$ cat config.mk
export PLATFORM = sky130hd
export DESIGN_NAME = qqspi_arbiter
export DESIGN_NICKNAME = d
export VERILOG_FILES = /design/src/rtl/qqspi_arbiter.sv
export SDC_FILE = /design/constraint.sdc
export NUM_CORES = 1
export LEC_CHECK = 0
export BUFFER_PORTS_ARGS = -buffer_cell sky130_fd_sc_hd__buf_4
export CAP_MARGIN = 20
export CELL_PAD_IN_SITES_DETAIL_PLACEMENT = 1
export CELL_PAD_IN_SITES_GLOBAL_PLACEMENT = 2
export CORE_ASPECT_RATIO = 0.75
export CORE_UTILIZATION = 32
export DETAILED_ROUTE_END_ITERATION = 16
export PLACE_DENSITY = 0.92
export SLEW_MARGIN = 15
export SYNTH_ARGS = -nofsm -noshare
export SYNTH_HDL_FRONTEND = slang
export SYNTH_SLANG_ARGS = --single-unit
$ cat constraint.sdc
create_clock -name clk -period 4.3 [get_ports clk]
set_input_delay 0.43 -clock clk [delete_from_list [all_inputs] [get_ports clk]]
set_output_delay 0.43 -clock clk [all_outputs]
set_load 0.005 [all_outputs]
$ cat src/rtl/qqspi_arbiter.sv
`default_nettype none
// +-----------------------------------------------------------------------------+
// | qqspi_arbiter: two-port valid/ready arbiter in front of one qqspi controller |
// | Rev 1.0                                                                     |
// +-----------------------------------------------------------------------------+
module qqspi_arbiter #(
  parameter int PRIORITY_MODE = 0,
  parameter int STARVE_LIMIT  = 4
) (
  input  logic        clk,
  input  logic        resetn,
  input  logic        req0_valid,
  input  logic [22:0] req0_addr,
  input  logic [31:0] req0_wdata,
  input  logic [3:0]  req0_wstrb,
  output logic        req0_ready,
  output logic [31:0] req0_rdata,
  input  logic        req1_valid,
  input  logic [22:0] req1_addr,
  input  logic [31:0] req1_wdata,
  input  logic [3:0]  req1_wstrb,
  output logic        req1_ready,
  output logic [31:0] req1_rdata,
  output logic        mem_valid,
  output logic [22:0] mem_addr,
  output logic [31:0] mem_wdata,
  output logic [3:0]  mem_wstrb,
  input  logic        mem_ready,
  input  logic [31:0] mem_rdata,
  output logic        grant,
  output logic        busy
);

  typedef enum logic [1:0] {
    IDLE  = 2'd0,
    ISSUE = 2'd1,
    RESP  = 2'd2,
    DRAIN = 2'd3
  } state_t;

  localparam logic [3:0] STARVE_LIM = 4'(STARVE_LIMIT);

  state_t      state_q, state_d;
  logic        mem_valid_q, mem_valid_d;
  logic [22:0] mem_addr_q, mem_addr_d;
  logic [31:0] mem_wdata_q, mem_wdata_d;
  logic [3:0]  mem_wstrb_q, mem_wstrb_d;
  logic        grant_q, grant_d;
  logic        last_grant_q, last_grant_d;
  logic [3:0]  starve_cnt_q, starve_cnt_d;
  logic        req0_ready_q, req0_ready_d;
  logic        req1_ready_q, req1_ready_d;
  logic [31:0] req0_rdata_q, req0_rdata_d;
  logic [31:0] req1_rdata_q, req1_rdata_d;
  logic        busy_q, busy_d;
  logic        pick1;

  always_comb begin
    state_d      = state_q;
    mem_valid_d  = mem_valid_q;
    mem_addr_d   = mem_addr_q;
    mem_wdata_d  = mem_wdata_q;
    mem_wstrb_d  = mem_wstrb_q;
    grant_d      = grant_q;
    last_grant_d = last_grant_q;
    starve_cnt_d = starve_cnt_q;
    req0_ready_d = 1'b0;
    req1_ready_d = 1'b0;
    req0_rdata_d = req0_rdata_q;
    req1_rdata_d = req1_rdata_q;
    pick1        = 1'b0;

    case (state_q)
      IDLE: begin
        if (!req1_valid) starve_cnt_d = 4'd0;
        // A still-high mem_ready belongs to the previous access; never grant over it.
        if (!mem_ready && (req0_valid || req1_valid)) begin
          if (req0_valid && req1_valid) begin
            if (PRIORITY_MODE == 0) pick1 = ~last_grant_q;
            else                    pick1 = (starve_cnt_q == STARVE_LIM);
          end else begin
            pick1 = req1_valid;
          end
          mem_addr_d   = pick1 ? req1_addr  : req0_addr;
          mem_wdata_d  = pick1 ? req1_wdata : req0_wdata;
          mem_wstrb_d  = pick1 ? req1_wstrb : req0_wstrb;
          grant_d      = pick1;
          last_grant_d = pick1;
          mem_valid_d  = 1'b1;
          state_d      = ISSUE;
          if (pick1)
            starve_cnt_d = 4'd0;
          else if (req1_valid && starve_cnt_q != 4'hF)
            starve_cnt_d = starve_cnt_q + 4'd1;
        end
      end
      ISSUE: begin
        if (mem_ready) begin
          mem_valid_d = 1'b0;
          if (grant_q) req1_ready_d = 1'b1;
          else         req0_ready_d = 1'b1;
          if (mem_wstrb_q == 4'd0) begin
            if (grant_q) req1_rdata_d = mem_rdata;
            else         req0_rdata_d = mem_rdata;
          end
          state_d = RESP;
        end
      end
      RESP: begin
        state_d = DRAIN;
      end
      DRAIN: begin
        if (!mem_ready) state_d = IDLE;
      end
      default: state_d = IDLE;
    endcase

    busy_d = (state_d != IDLE);
  end

  always_ff @(posedge clk or negedge resetn) begin
    if (!resetn) begin
      state_q      <= IDLE;
      mem_valid_q  <= 1'b0;
      mem_addr_q   <= 23'd0;
      mem_wdata_q  <= 32'd0;
      mem_wstrb_q  <= 4'd0;
      grant_q      <= 1'b0;
      last_grant_q <= 1'b1;
      starve_cnt_q <= 4'd0;
      req0_ready_q <= 1'b0;
      req1_ready_q <= 1'b0;
      req0_rdata_q <= 32'd0;
      req1_rdata_q <= 32'd0;
      busy_q       <= 1'b0;
    end else begin
      state_q      <= state_d;
      mem_valid_q  <= mem_valid_d;
      mem_addr_q   <= mem_addr_d;
      mem_wdata_q  <= mem_wdata_d;
      mem_wstrb_q  <= mem_wstrb_d;
      grant_q      <= grant_d;
      last_grant_q <= last_grant_d;
      starve_cnt_q <= starve_cnt_d;
      req0_ready_q <= req0_ready_d;
      req1_ready_q <= req1_ready_d;
      req0_rdata_q <= req0_rdata_d;
      req1_rdata_q <= req1_rdata_d;
      busy_q       <= busy_d;
    end
  end

  assign mem_valid  = mem_valid_q;
  assign mem_addr   = mem_addr_q;
  assign mem_wdata  = mem_wdata_q;
  assign mem_wstrb  = mem_wstrb_q;
  assign grant      = grant_q;
  assign busy       = busy_q;
  assign req0_ready = req0_ready_q;
  assign req1_ready = req1_ready_q;
  assign req0_rdata = req0_rdata_q;
  assign req1_rdata = req1_rdata_q;

endmodule
`default_nettype wire
==> summary.md, run 1 <==
The flow ran to the end, and the final reports show no timing, DRC or antenna violations. In the final layout, flip-flops and latches occupy 3280 um2. The overall die area was 18300 um2.

The final critical-path required period is 2.46 ns. After floorplanning, the core was divided into 41 placement rows. Entering global routing, the biggest net connects 132 pins. The proportion of synthesized chip area in sequential cells was 57.6%; the power density over the cells was 658 nW/um2.

Cell at the slowest stage of the critical path: sky130_fd_sc_hd__or3_2. The largest stage delay on the critical path is 0.89 ns. The per-instance average area after synthesis came out at 16.2 um2. Leaving out fill and tap cells, the most frequent cells in the layout are sky130_fd_sc_hd__buf_4, sky130_fd_sc_hd__mux2_2, sky130_fd_sc_hd__dfrtp_1. Dividing the detail-routed wire length by the instance count gives 18.2 um. In the final layout, the multi-input gates occupy 2330 um2.

The run gives 27.7% as the headroom to the max-slew limit. Once placement finished, the instance area stood at 8090 um2. The logs give 4 for the deepest level of the CTS H-tree and 0 for the residual antenna-violating net count after detailed routing.

The logs give 1290 um for the wire length on met3 and 131 for the CTS sink count. For the worst-skew pair, the clock arrives at the later sink with an insertion delay of 0.40 ns. Setup repair after global routing left no endpoint under its margin. IR analysis of the VDD net gives a maximum drop of 254 uV. The origin of the critical flop-to-flop path was mem_wstrb[1]. The tools report the critical path launch point type as a flip-flop. The tools report the design internal power as 4190 uW. Leaving out fill and tap cells, the most frequent cell in the layout is sky130_fd_sc_hd__buf_4.

In this run the worst path has a maximum fanout of 32. For this design, the CTS-stage hold fixing added 0 buffers. The tools report the clock share of power as 27.7%. The number of clock buffers added by TritonCTS is 17. TritonCTS built the clock tree. The initial antenna violation count came out at 0. At the worst endpoint, the arrival time is 2.74 ns. The congestion estimate from routability-driven global placement came to 0.800.

The part of the cycle the worst path needs is 57.2%, and the detailed-route via count is 4032. The highest signal layer in the routed design was met4. The cell area that synthesis handed to floorplanning was 5690 um2.

From left edge to right edge, the die measures 156 um. The placeable core region is 17100 um2. During synthesis, Yosys emitted a total of 0 warnings.

Net switching power of the design: 1560 uW. The number of standard cells after synthesis is 352. The violation count after the first detailed-route iteration was 80; the net count after synthesis was 507.

Setup violations remaining at the end of the flow were counted as 0. After global routing the overflow that remains totals 0. The count of cells in the finished layout, fillers not included, comes to 888. The tools report the clock root buffer master as sky130_fd_sc_hd__clkbuf_16. Net switching is 27.1% of the power. In the final routing, the length of wire on met1 measures 6400 um. The post-route netlist has 77.8% of its cells at a drive strength greater than 1.

The run gives 37.4% as the part of the power in registers. At the pin with the least slew margin, the transition time is 1.09 ns. The netlist uses 20 different library cells. The synthesized flop and latch total is 131, and the count of placed standard cells including taps is 856.

The total wire length after detailed routing was 16100 um. Setup total negative slack on the finished layout was measured at 0 ns. The run gives 283 as the I/O pin total. For this design the static power due to leakage is 0.00434 uW. Effective utilization at floorplan: 33.3%. The clock passes through at most 2 buffers. Static timing analysis puts the maximum clock frequency at 0.406 GHz. After detailed routing, the number of remaining DRC violations is 0. The path type of the worst setup path was reg -> reg. The worst hold path class is in -> async. The tools report the required time at the endpoint of the critical path as 4.58 ns.

For this run, the total global-route usage over all layers was measured as 18.4%. The floorplan step set the die height to 117 um. The wire length of the first global-routing pass came out at 25700 um. The worst setup path is captured at a flip-flop.

The run gives 8740 um2 as the finished layout cell area. From synthesis to final layout, the design area changed by 53.6%. Combinational logic is responsible for 34.8% of the overall power.

The number of port buffers was 282. Using the TritonRoute via totals, the vias-per-cell ratio works out to 4.54. The logs give 11900 um for the sum of net half-perimeters after detailed placement and 0 for the setup fix buffers added after clock tree synthesis. The logs give 0 for the hold violation total from the final report and 4545 for the number of global-route vias before repair. Clock slew seen by the registers of the worst setup and hold paths: 0.06 ns. The total inserted antenna cells is 0. For the number of nets in the finished design, the log shows 794. The signal on the critical path passes through or4_4 -> or3_2 -> mux2_4. The first detailed-routing pass took 4 iterations. The routed design uses 8350 um of met2 wire. The number of max-slew violations in the final report came out at 0. The fill cell total of the finished layout was 1737.

The first element of the critical path is mem_wstrb[1]. The clock tree skew after final layout was 0.00732 ns. The logs give 0 for the number of cells upsized or downsized after cts and 0 for the max-capacitance violation count.
power groups by stage:
stage / clock network [uW] / registers [uW] / logic [uW]
2_1_floorplan: 0 / 2150 / 762
3_3_place_gp: 0 / 2130 / 1970
3_5_place_dp: 0 / 2170 / 2040
4_1_cts: 1640 / 2160 / 2050
5_1_grt: 1690 / 2240 / 2170
6_report: 1590 / 2150 / 2000
layout make-up:
type / count / area share [%]
Multi-Input combinational cell: 201 / 26.7
Sequential cell: 131 / 37.5
Tap cell: 236 / 3.38
Inverter: 1 / 0.0429
Timing Repair Buffer: 287 / 24.9
Clock inverter: 13 / 2.36
Clock buffer: 19 / 5.07
synth_stat cells:
cell type | number | area [um2]
sky130_fd_sc_hd__nor3_2 | 1 | 10.0
sky130_fd_sc_hd__nand3b_1 | 2 | 15.0
sky130_fd_sc_hd__inv_1 | 1 | 3.75
sky130_fd_sc_hd__clkbuf_1 | 11 | 41.3
sky130_fd_sc_hd__or3_1 | 1 | 6.26
sky130_fd_sc_hd__nor3_1 | 1 | 5.00
sky130_fd_sc_hd__dfrtp_1 | 130 | 3250
sky130_fd_sc_hd__mux2_2 | 153 | 1720
sky130_fd_sc_hd__or4_4 | 1 | 11.3
sky130_fd_sc_hd__buf_2 | 5 | 25.0
sky130_fd_sc_hd__o31a_1 | 1 | 8.76
sky130_fd_sc_hd__dfstp_2 | 1 | 26.3
sky130_fd_sc_hd__nor4_2 | 1 | 12.5
sky130_fd_sc_hd__mux2_1 | 2 | 22.5
sky130_fd_sc_hd__o21a_1 | 1 | 7.51
sky130_fd_sc_hd__a21o_1 | 1 | 7.51
sky130_fd_sc_hd__nor2_1 | 5 | 18.8
sky130_fd_sc_hd__mux2_4 | 30 | 450
sky130_fd_sc_hd__a21boi_1 | 1 | 7.51
sky130_fd_sc_hd__buf_6 | 3 | 33.8
flip-flops by register name, indices dropped and copies added, names as in the netlist:
register,flops
mem_valid,1
req0_rdata,32
state_q,2
mem_wdata,32
last_grant_q,1
req0_ready,1
mem_wstrb,4
req1_ready,1
req1_rdata,32
mem_addr,23
busy,1
grant,1
worst paths after layout:
path                                   to  slack, ns  cells past startpoint
setup / recovery            req1_rdata[2]       1.84                      3
hold / removal               mem_addr[16]       0.08                      2
setup reg to reg            req1_rdata[2]       1.84                      3
hold reg to reg                 mem_valid       0.50                      1
max in group asynchronous  req0_rdata[10]       3.63                      2
min in group clk            req0_rdata[4]       0.26                      2
critical path: cells and delay by family (launching register included):
| family | cells | cell delay, ns |
|---|---|---|
| flip-flops | 1 | 0.40 |
| AND/OR/NAND/NOR | 2 | 1.46 |
| multiplexers | 1 | 0.46 |
routing by layer:
layer	GRT usage (%)	vias to the layer above
li1	-	1840
met4	4.78	0
met2	32.1	162
met3	6.48	9
met1	21.2	2021
met5	0	-
through the flow:
step	setup slack, ns	power, uW	utilization, %	hold slack, ns
6_report	1.84	5750	51.2	0.0830
5_1_grt	1.78	6090	51.2	0.155
4_1_cts	1.84	5850	51.2	0.166
3_5_place_dp	1.83	4220	47.4	0.470
3_3_place_gp	1.89	4100	47.4	0.466
2_1_floorplan	2.36	2910	-	0.134
cells by family after synthesis:
family,count (synthesis),share of synthesized area [%]
AO/OA/AOI/OAI,4,0.550
buffers and inverters,20,1.83
flip-flops,131,57.6
multiplexers,185,38.6
AND/OR/NAND/NOR,12,1.39
Note: power is estimated with default switching activity, not from simulation.
==> run 2, diff against run 1 <==
- CORE_UTILIZATION: 32 -> 29
- PLACE_DENSITY: 0.92 -> 0.85
- clock period: 4.3 -> 2.5 ns (I/O delays scaled with it)
==> run 2 against run 1 <==
Clock-buffer cell count down 1. Die area grew 10%. Non-clock buffer count increased by 5. Sequential power grew 73%. Critical path depth up 1. Sequential share of layout area is 0.21 points lower. Worst setup slack got worse by 1.6 ns. Clock skew is 0.00089 ns higher. Cell area up 0.56%. Largest power group unchanged. Via count is 0.55% higher. Maximum frequency increased by 10%. Largest cell class unchanged. Routed wire length hardly changed.
==> summary.md, run 2 (same netlist as run 1, synthesis figures left out) <==
The flow ran to the end, and the final reports show no timing, DRC or antenna violations. The run gives 30.2% (-3.1 points) as the effective utilization at floorplan. The highest ir drop seen on vdd was 445 uV (+75%). The tools report the first element of the critical path as mem_wstrb[1]. Initial antenna violation count: 0 (unchanged). Cell at the slowest stage of the critical path: sky130_fd_sc_hd__or3_2. DRC violation count after routing: 0 (unchanged). In the layout the commonest cells are sky130_fd_sc_hd__buf_4, sky130_fd_sc_hd__mux2_2, sky130_fd_sc_hd__dfrtp_1. The clock tree skew after final layout was 0.00821 ns (+0.000888 ns). The summed negative setup slack over all endpoints is 0 ns (unchanged). The tools report the I/O pin total as 283 (unchanged). The pin count of the biggest net entering global routing is 55 (-58%), and the largest stage delay on the critical path is 0.57 ns (-0.32 ns). For the max-capacitance violation count, the log shows 0 (unchanged). The number of cells upsized or downsized after cts was 0 (unchanged). The startpoint identified for the worst register-to-register timing path is mem_wstrb[1]. Final critical-path required period: 2.24 ns (-0.225 ns). The logs give 0 (unchanged) for the total inserted antenna cells and 0.758 (-5.2%) for the final weighted congestion in routability-driven placement. The clock latency on the worst-skew pair was 0.41 ns (about the same). The type of element capturing the critical path is a flip-flop.

The logs give 2.52 ns (-0.22 ns) for the endpoint arrival time on the critical path and 4 (unchanged) for the number of detailed-routing iterations run before antenna repair. Cell family with the largest share of critical-path delay: simple AND/OR/NAND/NOR gates. The tools report the critical path launch point type as a flip-flop.

In this run the most critical hold path is launched from mem_rdata[14]. The worst setup path is of the reg -> reg kind. The tree is rooted in a sky130_fd_sc_hd__clkbuf_16. The number of max-slew violations in the final report was 0 (unchanged); the post-detailed-route via-to-cell ratio was 4.48 (-1.2%). The logs give 0 (unchanged) for the hold violation total from the final report and 4054 (+0.55%) for the detailed-route via count. Walking the worst path, the cells encountered are or4_4 -> or3_2 -> buf_12 -> mux2_4. For the number of nets in the finished design, the log shows 799 (+0.63%). The violation count after the first detailed-route iteration is 118 (+48%), and the footprint of the multi-input gates is 2330 um2 (unchanged). The maximum clock path buffer count came out at 2 (unchanged).

The logs give 43 (+4.9%) for the row count and 1944 (+12%) for the fill cell total of the finished layout. The part of the cycle the worst path needs works out to 89.4% (+32 points). The clock slew seen by the registers of the worst setup and hold paths was 0.06 ns (about the same); the number of hold buffers added after CTS was 1 (+1). The growth of design area from synthesis to finish was 54.5%. The number of buffers created by CTS was 17 (unchanged); the overflow left after global routing was 0 (unchanged). The die width was 164 um (+5.0%). The headroom to the max-slew limit is 60.3% (+33 points). Worst hold path class: in -> reg. The tools report the total power draw as 9740 uW (+69%). TritonCTS built the clock tree. The total track usage is 16.5% (-1.9 points), and the overall die area is 20200 um2 (+10%). The sum of net half-perimeters after detailed placement came out at 12300 um (+2.8%).

The largest fanout on the critical path is 27 (-16%). Deepest level of the CTS H-tree: 4 (unchanged). The most common cell after layout, fill and taps aside is sky130_fd_sc_hd__buf_4. The detailed-route wire length per cell works out to 17.8 um (-1.8%). For the maximum frequency from static timing analysis, the log shows 0.447 GHz (+10%).

The fraction of layout cells with a size suffix above 1 was 77.9% (+0.17 points); the power density over the cells was 1110 nW/um2 (+68%). For the residual antenna-violating net count after detailed routing, the log shows 0 (unchanged). The placeable core region was 18800 um2 (+10%). For the number of global-route vias before repair, the log shows 4443 (-2.2%). The number of buffer and inverter stages on the critical path was 1 (+1). The leakage power summed over all cells came out at 0.00434 uW (+0.13%). For the hold slack, the log shows 0.0802 ns (-0.00281 ns). Setup repair after global routing left no endpoint under its margin. Required time at the endpoint of the critical path: 2.78 ns (-1.80 ns).

The setup fix buffers added after clock tree synthesis was 0 (unchanged); the total wire length after detailed routing was 16100 um (about the same). For the final setup violation count, the log shows 0 (unchanged). The actual transition at the worst max-transition pin is 0.591 ns (-0.494 ns), and the number of port buffers is 282 (unchanged). The CTS sink count was 131 (unchanged); the wire length of the first global-routing pass was 25200 um (-2.2%). Die extent in y: 123 um (+5.0%).

The run gives 3280 um2 (unchanged) as the register cell area after layout.
run 2: cell types whose count changed in the layout (fill, tap and decap cells not counted), sizes merged:
cell and delta:
inv +2, buf +4, clkbuf -1, bufinv -2, clkinv -2, dlygate4sd3 +1, clkinvlp +3
run 2: final cells by class:
class,count,area share (%)
multi-input combinational,201,26.5
clock buffer,18,5.00
inverter,1,0.0427
clock inverter,14,2.01
timing repair buffer,292,25.6
tap,247,3.52
sequential,131,37.3
run 2: worst paths after layout:
kind | end | slack [ns] | cells past startpoint
setup / recovery | req1_rdata[8] | 0.26 | 4
hold / removal | req1_rdata[14] | 0.08 | 2
setup reg to reg | req1_rdata[8] | 0.26 | 4
hold reg to reg | mem_valid | 0.49 | 1
max in group asynchronous | req0_rdata[2] | 1.33 | 3
min in group asynchronous | mem_wdata[1] | 0.37 | 2
run 2: metal layers:
metal  vias up  part of all wire, %  global-route usage [%]  wire [um]
li1       1857                    -                       -          -
met3        13                  7.8                    5.37       1250
met2       170                   51                    28.1       8180
met5         -                    0                       0          0
met4         0                  1.1                    5.44        180
met1      2014                   40                    19.8       6520
run 2: worst register-to-register path, delay by kind of cell, from the launching register on:
kind,cells,cell delay [ns]
simple gates,2,1.13
flops,1,0.39
buf+inv,1,0.24
mux,1,0.35
run 2: per-stage QoR:
stage               utilization, %  std cells  instance area (um2)  worst slack, ns
global placement              43.4        871                 8160            0.314
global route                  46.7        904                 8790            0.214
CTS                           46.7        904                 8790            0.264
floorplan                        -        352                 5690            0.564
finish                        46.7        904                 8790            0.264
detailed placement            43.4        871                 8160            0.273
run 2: where the power goes:
part | switching (uW) | internal [uW] | total (uW)
Combinational | 1110 | 2320 | 3430
Clock | 976 | 1610 | 2580
Sequential | 621 | 3110 | 3730
